$ cat src/rtl/modulator_pack_sequencer.sv
// Packet framer in front of a Modulator: preamble then payload bytes over a valid/ready
// link, returned I/Q words tagged sop/eop, packets separated by an idle gap.
module modulator_pack_sequencer #(
  parameter int                   SIZE_INPUT_BIT  = 8,
  parameter int                   SIZE_OUTPUT_BIT = 32,
  parameter int                   SIZE_BIT_PACK   = 1976,
  parameter int                   SIZE_PREAMBLE   = 32,
  parameter logic [SIZE_PREAMBLE-1:0] PREAMBLE    = 32'h1ACFFC1D,
  parameter int                   BITS_PER_SYMBOL = 2,
  parameter int                   GAP_CYCLES      = 16,
  parameter int                   DRAIN_TIMEOUT   = 4096
) (
  input  logic                       i_clk,
  input  logic                       i_reset,
  input  logic                       i_start,
  input  logic [SIZE_INPUT_BIT-1:0]  i_data,
  input  logic                       i_valid,
  output logic                       o_ready,
  output logic [SIZE_INPUT_BIT-1:0]  o_mod_data,
  output logic                       o_mod_valid,
  input  logic                       i_mod_ready,
  input  logic [SIZE_OUTPUT_BIT-1:0] i_mod_data,
  input  logic                       i_mod_valid,
  output logic [SIZE_OUTPUT_BIT-1:0] o_data,
  output logic                       o_valid,
  output logic                       o_sop,
  output logic                       o_eop,
  output logic                       o_busy,
  output logic                       o_underrun,
  output logic                       o_timeout,
  output logic [15:0]                o_pack_count
);

  localparam int BYTES_PRE = SIZE_PREAMBLE / SIZE_INPUT_BIT;
  localparam int BYTES_PAY = (SIZE_BIT_PACK - SIZE_PREAMBLE) / SIZE_INPUT_BIT;
  localparam int OUT_SYMB  = SIZE_BIT_PACK / BITS_PER_SYMBOL;
  localparam int BW = $clog2(BYTES_PAY + 1);
  localparam int SW = $clog2(OUT_SYMB + 1);
  localparam int TW = $clog2(DRAIN_TIMEOUT + 1);
  localparam int GW = $clog2(GAP_CYCLES + 1);
  localparam int PW = (BYTES_PRE > 1) ? $clog2(BYTES_PRE) : 1;

  typedef enum logic [2:0] {
    S_IDLE, S_PREAMBLE, S_PAYLOAD, S_DRAIN, S_GAP
  } state_t;

  state_t                     state_q, state_d;
  logic [BW-1:0]              byte_cnt_q, byte_cnt_d;
  logic [SW-1:0]              sym_cnt_q, sym_cnt_d;
  logic [TW-1:0]              tmo_cnt_q, tmo_cnt_d;
  logic [GW-1:0]              gap_cnt_q, gap_cnt_d;
  logic [SIZE_OUTPUT_BIT-1:0] data_q, data_d;
  logic                       valid_q, valid_d;
  logic                       sop_q, sop_d;
  logic                       eop_q, eop_d;
  logic                       underrun_q, underrun_d;
  logic                       timeout_q, timeout_d;
  logic [15:0]                pack_cnt_q, pack_cnt_d;

  logic [SIZE_INPUT_BIT-1:0]  pre_bytes [BYTES_PRE];
  logic                       xfer;
  logic                       in_pkt;
  logic                       sym_take;

  always_comb begin
    for (int k = 0; k < BYTES_PRE; k++) begin
      pre_bytes[k] = PREAMBLE[SIZE_PREAMBLE-1-k*SIZE_INPUT_BIT -: SIZE_INPUT_BIT];
    end
  end

  // Both links use valid/ready: a beat moves on a rising clock edge where valid and ready
  // are both high; the byte presented with valid stays put until it is taken.
  always_comb begin
    o_mod_valid = 1'b0;
    o_mod_data  = '0;
    o_ready     = 1'b0;
    case (state_q)
      S_PREAMBLE: begin
        o_mod_valid = 1'b1;
        o_mod_data  = pre_bytes[byte_cnt_q[PW-1:0]];
      end
      S_PAYLOAD: begin
        o_mod_valid = i_valid;
        o_mod_data  = i_data;
        o_ready     = i_mod_ready;
      end
      default: ;
    endcase
  end

  assign xfer     = o_mod_valid & i_mod_ready;
  assign in_pkt   = (state_q == S_PREAMBLE) || (state_q == S_PAYLOAD) || (state_q == S_DRAIN);
  // Words past the eop word of the current packet are discarded.
  assign sym_take = in_pkt && i_mod_valid && (sym_cnt_q != SW'(OUT_SYMB));

  always_comb begin
    state_d    = state_q;
    byte_cnt_d = byte_cnt_q;
    sym_cnt_d  = sym_cnt_q;
    tmo_cnt_d  = tmo_cnt_q;
    gap_cnt_d  = gap_cnt_q;
    data_d     = data_q;
    valid_d    = 1'b0;
    sop_d      = 1'b0;
    eop_d      = 1'b0;
    timeout_d  = 1'b0;
    pack_cnt_d = pack_cnt_q;
    underrun_d = (state_q == S_PAYLOAD) && i_mod_ready && !i_valid;

    if (sym_take) begin
      data_d    = i_mod_data;
      valid_d   = 1'b1;
      sop_d     = (sym_cnt_q == '0);
      eop_d     = (sym_cnt_q == SW'(OUT_SYMB - 1));
      sym_cnt_d = sym_cnt_q + 1'b1;
      if (eop_d) pack_cnt_d = pack_cnt_q + 16'd1;
    end

    case (state_q)
      S_IDLE: begin
        if (i_start) begin
          state_d    = S_PREAMBLE;
          byte_cnt_d = '0;
          sym_cnt_d  = '0;
        end
      end
      S_PREAMBLE: begin
        if (xfer) begin
          if (byte_cnt_q == BW'(BYTES_PRE - 1)) begin
            state_d    = S_PAYLOAD;
            byte_cnt_d = '0;
          end else begin
            byte_cnt_d = byte_cnt_q + 1'b1;
          end
        end
      end
      S_PAYLOAD: begin
        if (xfer) begin
          if (byte_cnt_q == BW'(BYTES_PAY - 1)) begin
            state_d   = S_DRAIN;
            tmo_cnt_d = '0;
          end else begin
            byte_cnt_d = byte_cnt_q + 1'b1;
          end
        end
      end
      S_DRAIN: begin
        // Leaving on the same edge that registers the eop word.
        if (sym_cnt_d == SW'(OUT_SYMB)) begin
          state_d   = S_GAP;
          gap_cnt_d = '0;
        end else if (tmo_cnt_q == TW'(DRAIN_TIMEOUT - 1)) begin
          state_d   = S_GAP;
          gap_cnt_d = '0;
          timeout_d = 1'b1;
        end else begin
          tmo_cnt_d = tmo_cnt_q + 1'b1;
        end
      end
      S_GAP: begin
        if (gap_cnt_q == GW'(GAP_CYCLES - 1)) begin
          if (i_start) begin
            state_d    = S_PREAMBLE;
            byte_cnt_d = '0;
            sym_cnt_d  = '0;
          end else begin
            state_d = S_IDLE;
          end
        end else begin
          gap_cnt_d = gap_cnt_q + 1'b1;
        end
      end
      default: state_d = S_IDLE;
    endcase
  end

  always_ff @(posedge i_clk) begin
    if (i_reset) begin
      state_q    <= S_IDLE;
      byte_cnt_q <= '0;
      sym_cnt_q  <= '0;
      tmo_cnt_q  <= '0;
      gap_cnt_q  <= '0;
      data_q     <= '0;
      valid_q    <= 1'b0;
      sop_q      <= 1'b0;
      eop_q      <= 1'b0;
      underrun_q <= 1'b0;
      timeout_q  <= 1'b0;
      pack_cnt_q <= '0;
    end else begin
      state_q    <= state_d;
      byte_cnt_q <= byte_cnt_d;
      sym_cnt_q  <= sym_cnt_d;
      tmo_cnt_q  <= tmo_cnt_d;
      gap_cnt_q  <= gap_cnt_d;
      data_q     <= data_d;
      valid_q    <= valid_d;
      sop_q      <= sop_d;
      eop_q      <= eop_d;
      underrun_q <= underrun_d;
      timeout_q  <= timeout_d;
      pack_cnt_q <= pack_cnt_d;
    end
  end

  assign o_data       = data_q;
  assign o_valid      = valid_q;
  assign o_sop        = sop_q;
  assign o_eop        = eop_q;
  assign o_busy       = (state_q != S_IDLE);
  assign o_underrun   = underrun_q;
  assign o_timeout    = timeout_q;
  assign o_pack_count = pack_cnt_q;

endmodule

$ cat config.mk
export PLATFORM = sky130hd
export DESIGN_NAME = modulator_pack_sequencer
export DESIGN_NICKNAME = d
export VERILOG_FILES = /design/src/rtl/modulator_pack_sequencer.sv
export SDC_FILE = /design/constraint.sdc
export NUM_CORES = 1
export LEC_CHECK = 0
export ABC_AREA = 1
export ABC_CLOCK_PERIOD_IN_PS = 5950
export CELL_PAD_IN_SITES_DETAIL_PLACEMENT = 0
export CELL_PAD_IN_SITES_GLOBAL_PLACEMENT = 1
export CORE_MARGIN = 1
export CORE_UTILIZATION = 30
export DETAILED_ROUTE_END_ITERATION = 10
export PLACE_DENSITY = 0.67
export SLEW_MARGIN = 40
export SYNTH_ARGS = -nofsm -noshare
export SYNTH_HDL_FRONTEND = slang
export SYNTH_SLANG_ARGS = --single-unit
$ cat constraint.sdc
create_clock -name i_clk -period 5.95 [get_ports i_clk]
set_clock_uncertainty 0.2 [all_clocks]
set_input_delay 1.19 -clock i_clk [delete_from_list [all_inputs] [get_ports i_clk]]
set_output_delay 1.19 -clock i_clk [all_outputs]
set_load 0.01 [all_outputs]
==> results.md <==
Yosys:
- The number of storage elements in the synthesis netlist is 92.
- Yosys mapped a number of flops with a built-in enable equal to 0.
- The main combinational cell family by area after synthesis is simple AND/OR/NAND/NOR gates.
- The xor/xnor share of the synthesized area is 0.0111.
- Yosys mapped the design onto 43 distinct sky130hd cell types.
- Of the total synthesized cell area, the portion taken by full adders, half adders and majority gates is 0.0264.
- The cell count after synthesis is 693.
- The number of nets handed over by synthesis was 749.
- The share of the Yosys chip area taken by registers is 0.388.
- In this run the cell area of the synthesized design comes to 4740 sq um.
- The mean cell area of the mapped netlist is 6.85 sq um.
- Of the total synthesized cell area, the portion taken by AND, OR, NAND and NOR gates is 0.386.
- The predominant post-synthesis flop cell is sky130_fd_sc_hd__dfxtp_1.
- The dominant cell type by area after synthesis is sky130_fd_sc_hd__dfxtp_1.
- The area fraction in compound gates after synthesis is 0.105.
- Yosys attributes the largest share of cell area to sky130_fd_sc_hd__dfxtp_1 (39%), sky130_fd_sc_hd__nor2_1 (11%), sky130_fd_sc_hd__nand2_1 (11%), sky130_fd_sc_hd__o21ai_0 (5.9%), sky130_fd_sc_hd__inv_1 (5.7%).
- The dominant cell by count in the synthesized netlist is sky130_fd_sc_hd__nor2_1.
- The share of flip-flops with an asynchronous set or reset is 0.
- The count of yosys warnings during synthesis is 0.
- The share of synthesized area spent on multiplexers is 0.
- By count the netlist is led by sky130_fd_sc_hd__nor2_1 (138), sky130_fd_sc_hd__nand2_1 (137), sky130_fd_sc_hd__dfxtp_1 (92).
- Of the post-synthesis cell area, the dominant cell type holds 0.388.

Die:
- For this configuration, the core starts out at a cell density of 0.310.
- The core box area is 15300 sq um.
- The die outline area is 16300 sq um.
- The number of standard-cell rows in the floorplan is 45.
- Pin placement for this block handled 110 I/O pins.
- The floorplan step set the die width to 128 um.
- The y dimension of the die is 128 um.

STA:
- The final sum of negative setup slack is 0 ns.
- The share of the clock period used by the worst path after layout is 0.648.
- The count of final max-slew check failures is 0.
- The final critical path time including I/O delays and setup is 3.86 ns.
- Final hold analysis gives a worst-case slack of 0.285 ns.
- The final count of negative-setup-slack endpoints is 0.
- The count of endpoints failing hold in the final timing report came to 0.
- For the pin with the worst max-slew slack, the measured transition is 0.673 ns.
- The achievable frequency is 259 MHz.
- The tightest slew margin relative to the limit is 0.550.
- Setup repair after global routing left no endpoint under its margin.

Clocking:
- The buffers inserted during post-CTS setup optimization is 0.
- The clock passes through at most 2 buffers.
- The H-tree was split into 3 levels.
- The post-CTS resize count is 0.
- The clock drives 92 sinks.
- The cell at the root of the clock tree is sky130_fd_sc_hd__clkbuf_16.
- TritonCTS built the clock tree.
- The later-pin clock latency in the skew report is 0.35 ns.
- Clock-pin slew was measured on the worst setup and hold paths at around 0.070 ns.
- The total clock buffers created by CTS is 9.
- For this design, the CTS-stage hold fixing added 0 buffers.

Routing:
- The count of vias placed by the detailed router is 4630.
- The count of antenna-violating nets left after detailed routing is 0.
- After detailed routing, the total wire length is 13.3 mm.
- The first-pass detailed-route iteration total is 6.
- The via count normalized by instance count is 4.58.
- The routed wire length per instance is 13.1 um.
- The remaining routing DRC violations is 0.
- The first-iteration detailed-routing DRC count is around 250.

Global route:
- The first-pass GRT wire length is roughly 21 mm.
- The via count of the first global-routing pass is 4267.
- For this run, the total global-route usage over all layers was measured as 0.168.
- The number of antenna violations at the first check in global routing is 0.
- The pin count of the biggest net entering global routing is 46.
- The overflow left after global routing is 0.

Worst setup path:
- The element type at the critical path end is an output port.
- For the worst flop-to-flop path, the logic depth is 15.
- The maximum fanout along the worst path is 2.
- At the worst endpoint, the required time is ~4.6 ns.
- Data on the critical path arrives at its endpoint at 2.47 ns.
- The kind of critical path is input pin to output port.
- The worst setup path is launched from an input pin.

Min path:
- The class of the tightest hold or removal check is flop to flop.
- The worst hold path stage count is 2.

Place:
- The routability-driven placement congestion ratio is 0.806.
- The HPWL after detailed placement is 9.76 mm.
- Buffers placed on the I/O ports in this run total between 100 and 150.
- The number of cells in the design after placement is 995.

Cells and area:
- In the final layout, the share of cells above drive strength 1 is 0.0713.
- The final cell count without fillers is 1011.
- The net total in the final layout is around 850.
- The layout-stage area growth over the synthesis result is 32.6%.
- Fill cells in the final layout number 1607.
- 0 antenna diodes ended up in the layout.

Pwr:
- Across the VDD grid, the largest voltage drop is 0.183 mV.
- The leakage power total is 2.37 nW.
- Power spread over the standard cell area amounts to 339 nW/um^2.

Outcome:
- The run finished with clean final reports.

Flow run:
- Across the run, the number of max-cap violations was 0.
[metrics by stage]
step	worst slack [ns]	power, W	area [sq um]	utilization
floorplan	3.11	0.00126	4740	-
detailed placement	2.02	0.00160	6010	0.392
global placement	2.06	0.00160	6010	0.392
global route	2.02	0.00229	6290	0.411
finish	2.09	0.00213	6290	0.411
CTS	2.08	0.00216	6290	0.411
[cells in the final DEF (no fill, tap or decap), types with 4 or more instances in the layout]
cell	n
sky130_fd_sc_hd__xnor2_1	4
sky130_fd_sc_hd__nand3_1	46
sky130_fd_sc_hd__nor3b_1	4
sky130_fd_sc_hd__inv_2	5
sky130_fd_sc_hd__clkdlybuf4s50_1	109
sky130_fd_sc_hd__nand4_1	15
sky130_fd_sc_hd__nand3_2	6
sky130_fd_sc_hd__nor4_1	6
sky130_fd_sc_hd__ha_1	10
sky130_fd_sc_hd__nor2_2	7
sky130_fd_sc_hd__nor2_1	138
sky130_fd_sc_hd__nor3_1	12
sky130_fd_sc_hd__inv_1	71
sky130_fd_sc_hd__nand2_2	6
sky130_fd_sc_hd__o21ai_0	56
sky130_fd_sc_hd__a21oi_1	26
sky130_fd_sc_hd__clkbuf_16	9
sky130_fd_sc_hd__dfxtp_1	92
sky130_fd_sc_hd__nand2_1	137
[metal layers]
| layer | part of all wire | vias to the layer above | wire length, um | track usage |
|---|---|---|---|---|
| li1 | - | 2430 | - | - |
| met2 | 0.48 | 69 | 6310 | 0.287 |
| met3 | 0.029 | 15 | 391 | 0.0334 |
| met1 | 0.48 | 2116 | 6360 | 0.208 |
| met5 | 0 | - | 0 | 0 |
| met4 | 0.017 | 0 | 223 | 0.0595 |
[report_power, final]
| group | total (W) | internal [W] | leakage (nW) | switching, W |
|---|---|---|---|---|
| registers | 0.000785 | 0.000713 | 0.747 | 0.0000723 |
| logic | 0.000799 | 0.000341 | 1.49 | 0.000458 |
| clock network | 0.000551 | 0.000296 | 0.132 | 0.000255 |
[worst max-delay path, stage by stage]
cell and delay [ns]:
sky130_fd_sc_hd__clkdlybuf4s50_1 0.51, sky130_fd_sc_hd__inv_1 0.07, sky130_fd_sc_hd__nor2_1 0.11, sky130_fd_sc_hd__clkdlybuf4s50_1 0.59
[registers in the layout, summed over array words and instances (netlist names)]
name,count
sym_cnt_q,10
o_sop,1
o_data,32
o_eop,1
state_q,3
o_valid,1
tmo_cnt_q,13
o_timeout,1
o_underrun,1
byte_cnt_q,8
o_pack_count,16
gap_cnt_q,5
[cell families after synthesis]
group,Yosys count
compound gates,92
simple gates,396
flops,92
xor+xnor,6
fa+ha+maj,10
buf+inv,97
[area by class of cell]
class | instances | area [sq um] | area share
clock buffer | 11 | 243 | 0.0386
clock inverter | 5 | 37.5 | 0.00597
inverter | 76 | 285 | 0.0453
multi-input combinational | 504 | 2510 | 0.398
sequential | 92 | 1840 | 0.293
tap | 211 | 264 | 0.0420
timing repair buffer | 112 | 1110 | 0.177
[path summary, 6_finish.rpt]
kind	start	endpoint	slack, ns
worst max-delay path	i_mod_ready	o_ready	2.09
worst max register to register	sym_cnt_q[0]	o_pack_count[15]	2.88
worst min register to register	o_pack_count[14]	o_pack_count[14]	0.29
worst min-delay path	o_pack_count[14]	o_pack_count[14]	0.29
Note: power is estimated with default switching activity, not from simulation.
